**src/rtl/mac_lanes_acc.sv**
```systemverilog
// Multi-lane signed multiply-accumulate over framed beat sequences.
// Two pipeline stages (lane products, then accumulate), then one rescaled, saturated result per frame.
module mac_lanes_acc #(
    parameter int W     = 5,
    parameter int LANES = 4,
    parameter int FRAC  = 0,
    parameter int ACC_W = 2*W+8
) (
    input  logic               clk,
    input  logic               rst,
    input  logic               in_valid,
    input  logic               in_first,
    input  logic               in_last,
    input  logic [LANES*W-1:0] x,
    input  logic [LANES*W-1:0] c,
    output logic [W-1:0]       o,
    output logic               out_valid,
    output logic               sat,
    output logic               err
);
    localparam int PS_W = 2*W + $clog2(LANES);
    localparam logic [0:0] IDLE = 1'b0;
    localparam logic [0:0] ACC  = 1'b1;

    localparam logic signed [ACC_W-1:0] ACC_MAX = {1'b0, {(ACC_W-1){1'b1}}};
    localparam logic signed [ACC_W-1:0] ACC_MIN = ~ACC_MAX;
    localparam logic signed [ACC_W-1:0] O_MAX   = ACC_W'((2**(W-1))-1);
    localparam logic signed [ACC_W-1:0] O_MIN   = ~O_MAX;

    logic signed [2*W-1:0]   prod [LANES];
    logic signed [PS_W-1:0]  psum_next;
    logic signed [PS_W-1:0]  psum_reg;
    logic [0:0]              state_reg, state_next;
    logic                    accept, frame_err;
    logic                    s1_valid_reg, s1_first_reg, s1_last_reg;
    logic                    err_reg;
    logic signed [ACC_W-1:0] acc_reg, acc_next;
    logic signed [ACC_W:0]   sum_wide;
    logic                    acc_clamp;
    logic                    sat_r_reg, sat_r_next;
    logic signed [ACC_W-1:0] shifted;
    logic [W-1:0]            o_next;
    logic                    o_clamp;
    logic [W-1:0]            o_reg;
    logic                    out_valid_reg, sat_reg;

    generate
        for (genvar gi = 0; gi < LANES; gi++) begin : g_lane
            assign prod[gi] = (2*W)'($signed(x[gi*W +: W])) * (2*W)'($signed(c[gi*W +: W]));
        end
    endgenerate

    always_comb begin
        psum_next = '0;
        for (int i = 0; i < LANES; i++) begin
            psum_next = psum_next + PS_W'(prod[i]);
        end
    end

    // Frame tracking happens when the beat is accepted; dropped beats never enter the pipe.
    always_comb begin
        state_next = state_reg;
        accept     = 1'b0;
        frame_err  = 1'b0;
        if (in_valid) begin
            if (state_reg == IDLE && !in_first) begin
                frame_err = 1'b1;
            end else begin
                accept     = 1'b1;
                frame_err  = (state_reg == ACC) && in_first;
                state_next = in_last ? IDLE : ACC;
            end
        end
    end

    always_ff @(posedge clk) begin
        if (rst) begin
            state_reg    <= IDLE;
            s1_valid_reg <= 1'b0;
            s1_first_reg <= 1'b0;
            s1_last_reg  <= 1'b0;
            psum_reg     <= '0;
            err_reg      <= 1'b0;
        end else begin
            state_reg    <= state_next;
            s1_valid_reg <= accept;
            s1_first_reg <= in_first;
            s1_last_reg  <= in_last;
            err_reg      <= frame_err;
            if (accept) begin
                psum_reg <= psum_next;
            end
        end
    end

    // One extra bit of headroom makes accumulator overflow visible as a sign disagreement.
    always_comb begin
        if (s1_first_reg) begin
            sum_wide = (ACC_W+1)'(psum_reg);
        end else begin
            sum_wide = (ACC_W+1)'(acc_reg) + (ACC_W+1)'(psum_reg);
        end
        acc_clamp = sum_wide[ACC_W] != sum_wide[ACC_W-1];
        if (acc_clamp) begin
            acc_next = sum_wide[ACC_W] ? ACC_MIN : ACC_MAX;
        end else begin
            acc_next = sum_wide[ACC_W-1:0];
        end
        sat_r_next = (s1_first_reg ? 1'b0 : sat_r_reg) | acc_clamp;

        shifted = acc_next >>> FRAC;
        o_clamp = 1'b1;
        if (shifted > O_MAX) begin
            o_next = O_MAX[W-1:0];
        end else if (shifted < O_MIN) begin
            o_next = O_MIN[W-1:0];
        end else begin
            o_next  = shifted[W-1:0];
            o_clamp = 1'b0;
        end
    end

    always_ff @(posedge clk) begin
        if (rst) begin
            acc_reg       <= '0;
            sat_r_reg     <= 1'b0;
            o_reg         <= '0;
            out_valid_reg <= 1'b0;
            sat_reg       <= 1'b0;
        end else begin
            out_valid_reg <= s1_valid_reg && s1_last_reg;
            if (s1_valid_reg) begin
                acc_reg   <= acc_next;
                sat_r_reg <= sat_r_next;
                if (s1_last_reg) begin
                    o_reg   <= o_next;
                    sat_reg <= sat_r_next | o_clamp;
                end
            end
        end
    end

    assign o         = o_reg;
    assign out_valid = out_valid_reg;
    assign sat       = sat_reg;
    assign err       = err_reg;
endmodule

```
**config.mk**
```make
export PLATFORM = sky130hd
export DESIGN_NAME = mac_lanes_acc
export DESIGN_NICKNAME = d
export VERILOG_FILES = /design/src/rtl/mac_lanes_acc.sv
export SDC_FILE = /design/constraint.sdc
export NUM_CORES = 1
export LEC_CHECK = 0
export CAP_MARGIN = 20
export CORE_ASPECT_RATIO = 0.7
export CORE_MARGIN = 2
export CORE_UTILIZATION = 56
export CTS_CLUSTER_DIAMETER = 100
export DETAILED_ROUTE_END_ITERATION = 7
export HOLD_SLACK_MARGIN = 0.12
export PLACE_DENSITY = 0.84
export SETUP_SLACK_MARGIN = 0.3
export SYNTH_ARGS = -nofsm -noshare
export SYNTH_HDL_FRONTEND = slang
export SYNTH_SLANG_ARGS = --single-unit
```
**constraint.sdc**
```tcl
create_clock -name clk -period 6.5 [get_ports clk]
set_input_delay 0.975 -clock clk [delete_from_list [all_inputs] [get_ports clk]]
set_output_delay 0.975 -clock clk [all_outputs]
set_load 0.1 [all_outputs]
```
# Yosys cells after proc, flatten, opt, wreduce, memory -nomap -nowiden
# Cells that the tools add are included.
# Widths: inputs -> output; s select.
# op_classes
addsub,4
multipliers,4
n_lt_le_gt_ge,2
eq_ne,1
n_mux,12
bitwise,5
reduce_logical,7
# op_table
operator,count
$mul 5x5->10,4
$mux 18,2
$add 18x12->19,1
$mux 19,1
$gt 18x5->1 const B,1
$lt 18x5->1 const B,1
$add 11x10->12,1
$add 12x10->12,1
$add 10x10->11,1
$mux 5,2
$mux 1,7
$reduce_and 2->1,2
$logic_and 1x1->1,3
$not 1->1,3
$or 1x1->1,2
$reduce_or 2->1,1
$logic_not 1->1,1
$ne 1x1->1,1
# word_totals
reg_bits,43
out_inout_bits,8

# Longest topological paths before layout
# Gate-level depths: netlist of the first run.
# depth
depth_word,8
mapped_depth,25
ltp_nobuf,25

# Worst setup path before layout of the first run
# OpenSTA, ideal clock, no wires.
# synth_timing
path_type,input port to flip-flop
start,in x[14]
end,reg psum_reg[10]
setup_ps,71
t_arrival_ps,6452
slack_ps,-23
stages,22
n_path_buf,0
cell_sequence,nand2_1 > inv_1 > fa_1 > inv_1 > fa_1 > fa_1 > inv_1 > fa_1 > fa_1 > fa_1 > fa_1 > ha_1 > nor2b_1 > o21ai_0 > a21boi_0 > o21ai_0 > nand2b_1 > a21o_1 > a21oi_1 > xnor2_1 > nand2_1 > a21oi_1
# synth_between
elab_chain_cells,3
# synth_rtl
element,line,text
from (decl),14,"input logic [LANES*W-1:0] x,"
$mul 5x5->10,49,assign prod[gi] = (2*W)'($signed(x[gi*W +: W])) * (2*W)'($signed(c[gi*W +: W]));
$add 11x10->12,56,psum_next = psum_next + PS_W'(prod[i]);
$add 12x10->12,56,
to (signal assigned),91,psum_reg <= psum_next;
to (decl),32,logic signed [PS_W-1:0] psum_reg;
# Every way passes these cells.
# A chain may end at the register's enable or synchronous reset.

# Worst setup path after layout of the first run
# layout_timing
start,in x[0]
end,reg psum_reg[10]
# layout_between
elab_chain_cells,4
# layout_rtl
element,line
$mul 5x5->10,49
$add 10x10->11,56
$add 11x10->12,56
$add 12x10->12,56
# Every way passes these cells.

==> impl_results.md, run 1 <==
- Worst r2r src: psum_reg[0]
- R2r setup slk: 2.34 ns
- Post-synthesis cell type count: 60
- First-pass iteration count of the detailed router: 4
- TritonCTS Buffers: 5
- Synthesized Nets: 1146
- Ys flop type: dfxtp_1
- Die span in x: 146 um
- Adder-Cell Fraction of Synth Area: 45.7%
- Final ANT Viol Nets: 0
- Max clock buf depth: 2
- Number of remaining DRC errors: 0
- Synth Area in Simple Gates: 15.6%
- Critical Path Start: x[0]
- CTS Sinks: 43
- Outcome: finished clean
- Layout Skew: 0.00940 ns
- CP Launch Type: input port
- Layout cells sized above 1: 22.3%
- Tot GR Track Use: 29.2%
- Final Max Tran Viols: 0
- Commonest cells after routing, fill and taps aside: inv_1 (165), fa_1 (130), buf_4 (95)
- Synth warnings: 0
- Seq cells post-synth: 43
- Post-synthesis mux area share: 2.05%
- Total Wirelength: 22.1 mm
- Routed vias: 6867
- Core area: 0.0138 mm2
- Met1 Resource Use GR: 42.2%
- M3 GR Usage: 5.58%
- Fin util: 70.9%
- Synth async-reset ratio: 0%
- Crit share post-route: 98.1%
- HP Class: reg -> reg
- DR WL/cell: 17.9 um
- FMAX: 0.157 GHz
- ANT cells: 0
- First-pass GRT wire length: 34.6 mm
- Synth Area in XOR/XNOR: 3.79%
- Top Usage Layer GRT: met2
- # IOs: 53
- Average cell area after synthesis: 8.79 um2
- Initial antenna violation count: 0
- Area grow syn2layout: 24.6%
- Fin crit period: 6.38 ns
- Compound-Gate Fraction of Synth Area: 12.2%
- Number of flip-flops in the largest register: 18
- Clk slew on worst S/H paths: 0.06 ns
- Worst R2R Path Depth: 12
- Port buffer count: 52
- Relative slew slack: 33.1%
- Gpl congestion: 0.956
- CTS tree: yes
- Die area: 0.0150 mm2
- Initial Util: 56.9%
- Worst Path Arrival: 6.60 ns
- Sequential-to-total area share from yosys stat: 10.9%
- Drt via density: 5.56
- Final hold vios: 0
- 1st-iter DRT viols: 559
- Worst Path Required: 6.73 ns
- Met2 Track Usage GR: 46.9%
- Main combinational cell family by area after synthesis: adder cells
- Netlist Area Pre-Place: 0.00787 mm2
- Fin nets: 1296
- Row cnt: 36
- RSZ-0062 raised after global routing: true
- Worst Tran Pin Value: 1.00 ns
- Clk Latency, worst-skew pair: 0.29 ns
- # H-tree levels: 2
- Maximum fanout along the worst path: 3
- Critical Path Sink Type: flop
- Die height: 103 um
- Setup crit end: psum_reg[10]
- Crit Reg-Reg Endpoint: o[1]
- Max cap viols: 0
- Post-Synthesis Cells: 895
- Final HPWL DP: 16.6 mm
- Root buffer cell: clkbuf_16
- Most common cell after layout, fill and taps aside: inv_1
- EDFF count, synth: 0
- Global route total overflow: 0
- Final setup fails: 0
- Crit path kind: in -> reg
- Vias in the first global route: 6958
- Largest net degree at the start of global routing: 44
-- area by class of cell --
class	count	area [um2]
clock buffers	6	129
well taps	190	238
inverters	180	678
multi-input cells	654	6520
clock inverters	2	60.1
repair buffers	161	1320
flip-flops and latches	43	861
fillers	989	4030
-- worst min-delay path by stage --
stage | to | startpoint | cells after the start
final | o[4] | o[4] | 2
after detailed placement | o[4] | o[4] | 2
after global routing | o[4] | o[4] | 2
after floorplan | psum_reg[4] | psum_reg[4] | 2
after CTS | o[4] | o[4] | 2
after global placement | o[4] | o[4] | 2
-- metrics by stage --
stage                     worst slack [ns]  hold WS (ns)  setup TNS (ns)  area [um2]  std cells
after global routing               -0.0941         0.487          -0.129        9800       1236
final                                0.124         0.472               0        9800       1236
after floorplan                      0.301         0.445               0        7920        895
after global placement              -0.466         0.449           -2.09        9170       1196
after detailed placement            -0.684         0.464           -3.08        9170       1196
after CTS                            0.253         0.476               0        9610       1223
-- cells by family after synthesis --
group | Yosys count
AO/OA/AOI/OAI | 146
XOR/XNOR | 34
adder cells (fa/ha/maj) | 208
buffers and inverters | 198
flip-flops | 43
multiplexers | 16
AND/OR/NAND/NOR | 250
-- synth_stat cells, types with 2 or more instances --
library cell | count | share of area [%]
or2_2 | 3 | 0.24
buf_1 | 2 | 0.095
nor2b_1 | 13 | 1.0
nand2b_1 | 13 | 1.0
o22ai_1 | 2 | 0.16
a21oi_1 | 49 | 3.1
xor2_1 | 9 | 1.0
nand2_1 | 90 | 4.3
a21boi_0 | 3 | 0.29
o21ai_1 | 3 | 0.19
o211ai_1 | 7 | 0.67
o21bai_1 | 4 | 0.38
and3_1 | 3 | 0.24
fa_1 | 133 | 34
nor2_1 | 52 | 2.5
a21oi_2 | 2 | 0.22
nand3_1 | 2 | 0.13
a41oi_1 | 2 | 0.22
maj3_1 | 2 | 0.25
a31oi_1 | 4 | 0.32
a211oi_1 | 14 | 1.3
dfxtp_1 | 43 | 11
o21ai_0 | 29 | 1.8
nand4_1 | 5 | 0.40
a21o_1 | 6 | 0.57
o31a_1 | 2 | 0.22
clkbuf_1 | 11 | 0.52
xnor2_1 | 25 | 2.8
o21a_1 | 2 | 0.19
nor3_1 | 7 | 0.45
and2_1 | 53 | 4.2
ha_1 | 73 | 12
buf_6 | 2 | 0.29
inv_1 | 179 | 8.5
buf_2 | 3 | 0.19
a22oi_1 | 3 | 0.29
mux2i_1 | 15 | 1.9
o32ai_1 | 3 | 0.33
-- worst max-delay path: stages --
cell and delay (ns):
clkdlybuf4s15_2 0.22, nand2b_4 0.15, fa_1 0.57, fa_1 0.44, fa_1 0.51, inv_2 0.04
fa_1 0.50, fa_1 0.59, fa_1 0.43, fa_1 0.53, ha_4 0.22, nor2b_4 0.13
o21ai_2 0.18, a21boi_2 0.10, o21ai_1 0.18, nand2b_1 0.12, a21o_1 0.19, a21oi_2 0.14
xnor2_1 0.12, nand2_1 0.09, a21oi_2 0.18
-- routing by layer --
layer / share of wire [%] / wire length (um) / up-vias
met5: 0 / 0 / -
met4: 2.1 / 462 / 0
met3: 8.1 / 1800 / 46
met2: 45 / 10000 / 320
met1: 44 / 9830 / 3362
li1: - / - / 3139
-- what timing repair did --
action	CTS	global route
setup buffers	19	13
hold buffers	0	0
gates resized for setup	148	103
gates cloned	0	0
pin swaps	69	75
setup endpoints to repair	8	6
Power of run 1 is not shown: default switching activity piles up to over one toggle a cycle in this logic, so the estimate is an artifact.
==> run 2, diff against run 1 <==
--- a/config.mk
+++ b/config.mk
@@ -7,12 +7,11 @@
 export LEC_CHECK = 0
 export CAP_MARGIN = 20
 export CORE_ASPECT_RATIO = 0.7
-export CORE_MARGIN = 2
-export CORE_UTILIZATION = 56
+export CORE_UTILIZATION = 60
 export CTS_CLUSTER_DIAMETER = 100
 export DETAILED_ROUTE_END_ITERATION = 7
 export HOLD_SLACK_MARGIN = 0.12
-export PLACE_DENSITY = 0.84
+export PLACE_DENSITY = 0.86
 export SETUP_SLACK_MARGIN = 0.3
 export SYNTH_ARGS = -nofsm -noshare
 export SYNTH_HDL_FRONTEND = slang
==> constraint.sdc (replaced) <==
create_clock -name clk -period 8 [get_ports clk]
set_input_delay 1.2 -clock clk [delete_from_list [all_inputs] [get_ports clk]]
set_output_delay 1.2 -clock clk [all_outputs]
set_load 0.1 [all_outputs]
==> run 2 against run 1 <==
  * The flow now finishes with violations (DRC)
  * Die area decreased by 9.6%
  * Non-clock buffer count is 105 lower
  * Final cell count shrank 11%
  * Critical endpoint unchanged
  * Wire length down 15%
  * Register-to-register slack better by 1.5 ns
  * Critical path depth stayed put
  * Largest cell class unchanged
  * Sequential share of layout area is 1.1 points higher
==> impl_results.md, run 2 (synthesized netlist as in run 1, its figures left out) <==
- CTS Hold Bufs: 0 (unchanged)
- Number of remaining DRC errors: 2 (was 0)
- Routed vias: 6170 (was 6867)
- Vias in the first global route: 6436 (was 6958)
- Worst Tran Pin Value: 1.09 ns (was 1.00 ns)
- Max clock buf depth: 2 (unchanged)
- Crit share post-route: 92.2%
- Initial antenna violation count: 0 (unchanged)
- Commonest cells after routing, fill and taps aside: inv_1 (178), fa_1 (133), nand2_1 (89) (was inv_1 (165), fa_1 (130), buf_4 (95))
- Final HPWL DP: 16.2 mm (was 16.6 mm)
- Relative slew slack: 27.1% (was 33.1%)
- Gpl congestion: 0.965 (was 0.956)
- Max incr delay on CP: 0.56 ns (was 0.59 ns)
- Most common cell after layout, fill and taps aside: inv_1 (unchanged)
- Drt via density: 5.59 (was 5.56)
- Final hold vios: 0 (unchanged)
- Die span in x: 139 um (was 146 um)
- 1st-iter DRT viols: 557 (was 559)
- Initial Util: 62.5% (was 56.9%)
- Setup_tns: 0 ns (unchanged)
- Number of flip-flops in the largest register: 18 (unchanged)
- HP Class: reg -> reg (unchanged)
- Core area: 0.0126 mm2 (was 0.0138 mm2)
- Slowest stage cell, crit path: fa_1 (unchanged)
- ANT cells: 0 (unchanged)
- Postcts setup bufs: 0 (was 19)
- CP Launch Type: input port (unchanged)
- Final setup fails: 0 (unchanged)
- CTS Sinks: 43 (unchanged)
- TritonCTS Buffers: 5 (unchanged)
- FMAX: 0.136 GHz
- DR WL/cell: 17.1 um (was 17.9 um)
- RSZ-0062 raised after global routing: false (was true)
- # IOs: 53 (unchanged)
- First-pass GRT wire length: 32.3 mm (was 34.6 mm)
- Clk Latency, worst-skew pair: 0.29 ns (about the same)
- Fin nets: 1191 (was 1296)
- Cells resized by post-CTS repair: 0 (was 148)
- Layout Skew: 0.00566 ns (was 0.00940 ns)
- Final Max Tran Viols: 0 (unchanged)
- Global route total overflow: 0 (unchanged)
- Largest net degree at the start of global routing: 44 (unchanged)
- Row cnt: 34 (was 36)
- Crit path kind: in -> reg (unchanged)
- Die height: 97.8 um (was 103 um)
- Final ANT Viol Nets: 0 (unchanged)
- Critical Path Sink Type: flop (unchanged)
- Layout cells sized above 1: 3.29% (was 22.3%)
- Worst Path Required: 8.22 ns (was 6.73 ns)
- Port buffer count: 52 (unchanged)
- Max cap viols: 0 (unchanged)
- Tot GR Track Use: 30.2% (was 29.2%)
- Clk slew on worst S/H paths: 0.06 ns (about the same)
- Outcome: complete, but fails checks (was finished clean)
- Area grow syn2layout: 10.9% (was 24.6%)
- CTS tree: yes (unchanged)
- Root buffer cell: clkbuf_16 (unchanged)
- # H-tree levels: 2 (unchanged)
- Violated checks: DRC
- Maximum fanout along the worst path: 5 (was 3)
- Crit path cell chain: clkdlybuf4s50_1 -> and2_1 -> inv_1 -> fa_1 -> fa_1 -> fa_1 -> fa_1 -> fa_1 -> fa_1 -> fa_1 -> inv_1 -> ha_1 -> o21ai_0 -> a21boi_0 -> o21ai_0 -> nand2b_1 -> a21o_1 -> a21oi_1 -> xnor2_1 -> nand2_1 -> a21oi_1 (was clkdlybuf4s15_2 -> nand2b_4 -> fa_1 -> fa_1 -> fa_1 -> inv_2 -> fa_1 -> fa_1 -> fa_1 -> fa_1 -> ha_4 -> nor2b_4 -> o21ai_2 -> a21boi_2 -> o21ai_1 -> nand2b_1 -> a21o_1 -> a21oi_2 -> xnor2_1 -> nand2_1 -> a21oi_2)
- Most frequent CP cell: fa_1 (unchanged)
- Fin crit period: 7.37 ns
- Worst Path Arrival: 7.60 ns (was 6.60 ns)
- Die area: 0.0136 mm2 (was 0.0150 mm2)
- Total Wirelength: 18.9 mm (was 22.1 mm)
- First-pass iteration count of the detailed router: 8 (was 4)
run 2: cell types whose count changed in the layout (fill, tap and decap cells not counted), moves of 8 or more:
cell	delta
inv_1	+13
buf_4	-91
clkdlybuf4s50_1	+39
buf_2	-14
ha_1	+8
and2_4	-10
buf_6	-20
and2_1	+10
inv_2	-13
run 2: final timing paths:
path                from            to  slack, ns  cells past startpoint
max                 c[5]  psum_reg[10]       0.63                     21
min                 o[4]          o[4]       0.46                      2
max reg2reg  psum_reg[0]          o[1]       3.86                     12
min reg2reg         o[4]          o[4]       0.46                      2
run 2: area by class of cell:
| type | instances | area [um2] |
|---|---|---|
| Multi-Input combinational cell | 654 | 6250 |
| Tap cell | 162 | 203 |
| Fill cell | 972 | 3870 |
| Clock buffer | 6 | 139 |
| Clock inverter | 2 | 35.0 |
| Inverter | 180 | 679 |
| Sequential cell | 43 | 861 |
| Timing Repair Buffer | 56 | 553 |
run 2: stage by stage:
step                      instances  setup WS (ns)  hold slack [ns]  util, %  instance area (um2)
after floorplan                 895           1.25            0.445        -                 7870
after global placement         1095          0.506            0.450     67.8                 8530
after detailed placement       1095          0.265            0.450     67.8                 8530
after CTS                      1103          0.553            0.461     69.1                 8710
after global routing           1103          0.300            0.495     69.3                 8720
final                          1103          0.626            0.458     69.3                 8720
run 2: routing by layer:
layer	global-route usage, %	wire (um)	vias up
met3	10.0	2120	24
met5	0	0	-
met4	3.93	147	0
li1	-	-	2931
met2	41.9	7610	259
met1	46.4	9010	2956
run 2: worst max-delay path: cells and delay by family:
kind,cells,cell delay [ns]
adders and majority gates,8,4.03
AOI/OAI and AO/OA,6,0.99
buffers and inverters,3,0.74
xor gates and xnor gates,1,0.14
and+or+nand+nor,3,0.52
Power of run 2 is left out for the same reason.
==> run 3, diff against run 2 <==
--- a/config.mk
+++ b/config.mk
@@ -5,7 +5,6 @@
 export SDC_FILE = /design/constraint.sdc
 export NUM_CORES = 1
 export LEC_CHECK = 0
-export CAP_MARGIN = 20
 export CORE_ASPECT_RATIO = 0.7
 export CORE_UTILIZATION = 60
 export CTS_CLUSTER_DIAMETER = 100
==> results of run 3 <==
Final layout, timing and power as in run 2 (identical DEF).
Power of run 3 is left out for the same reason.
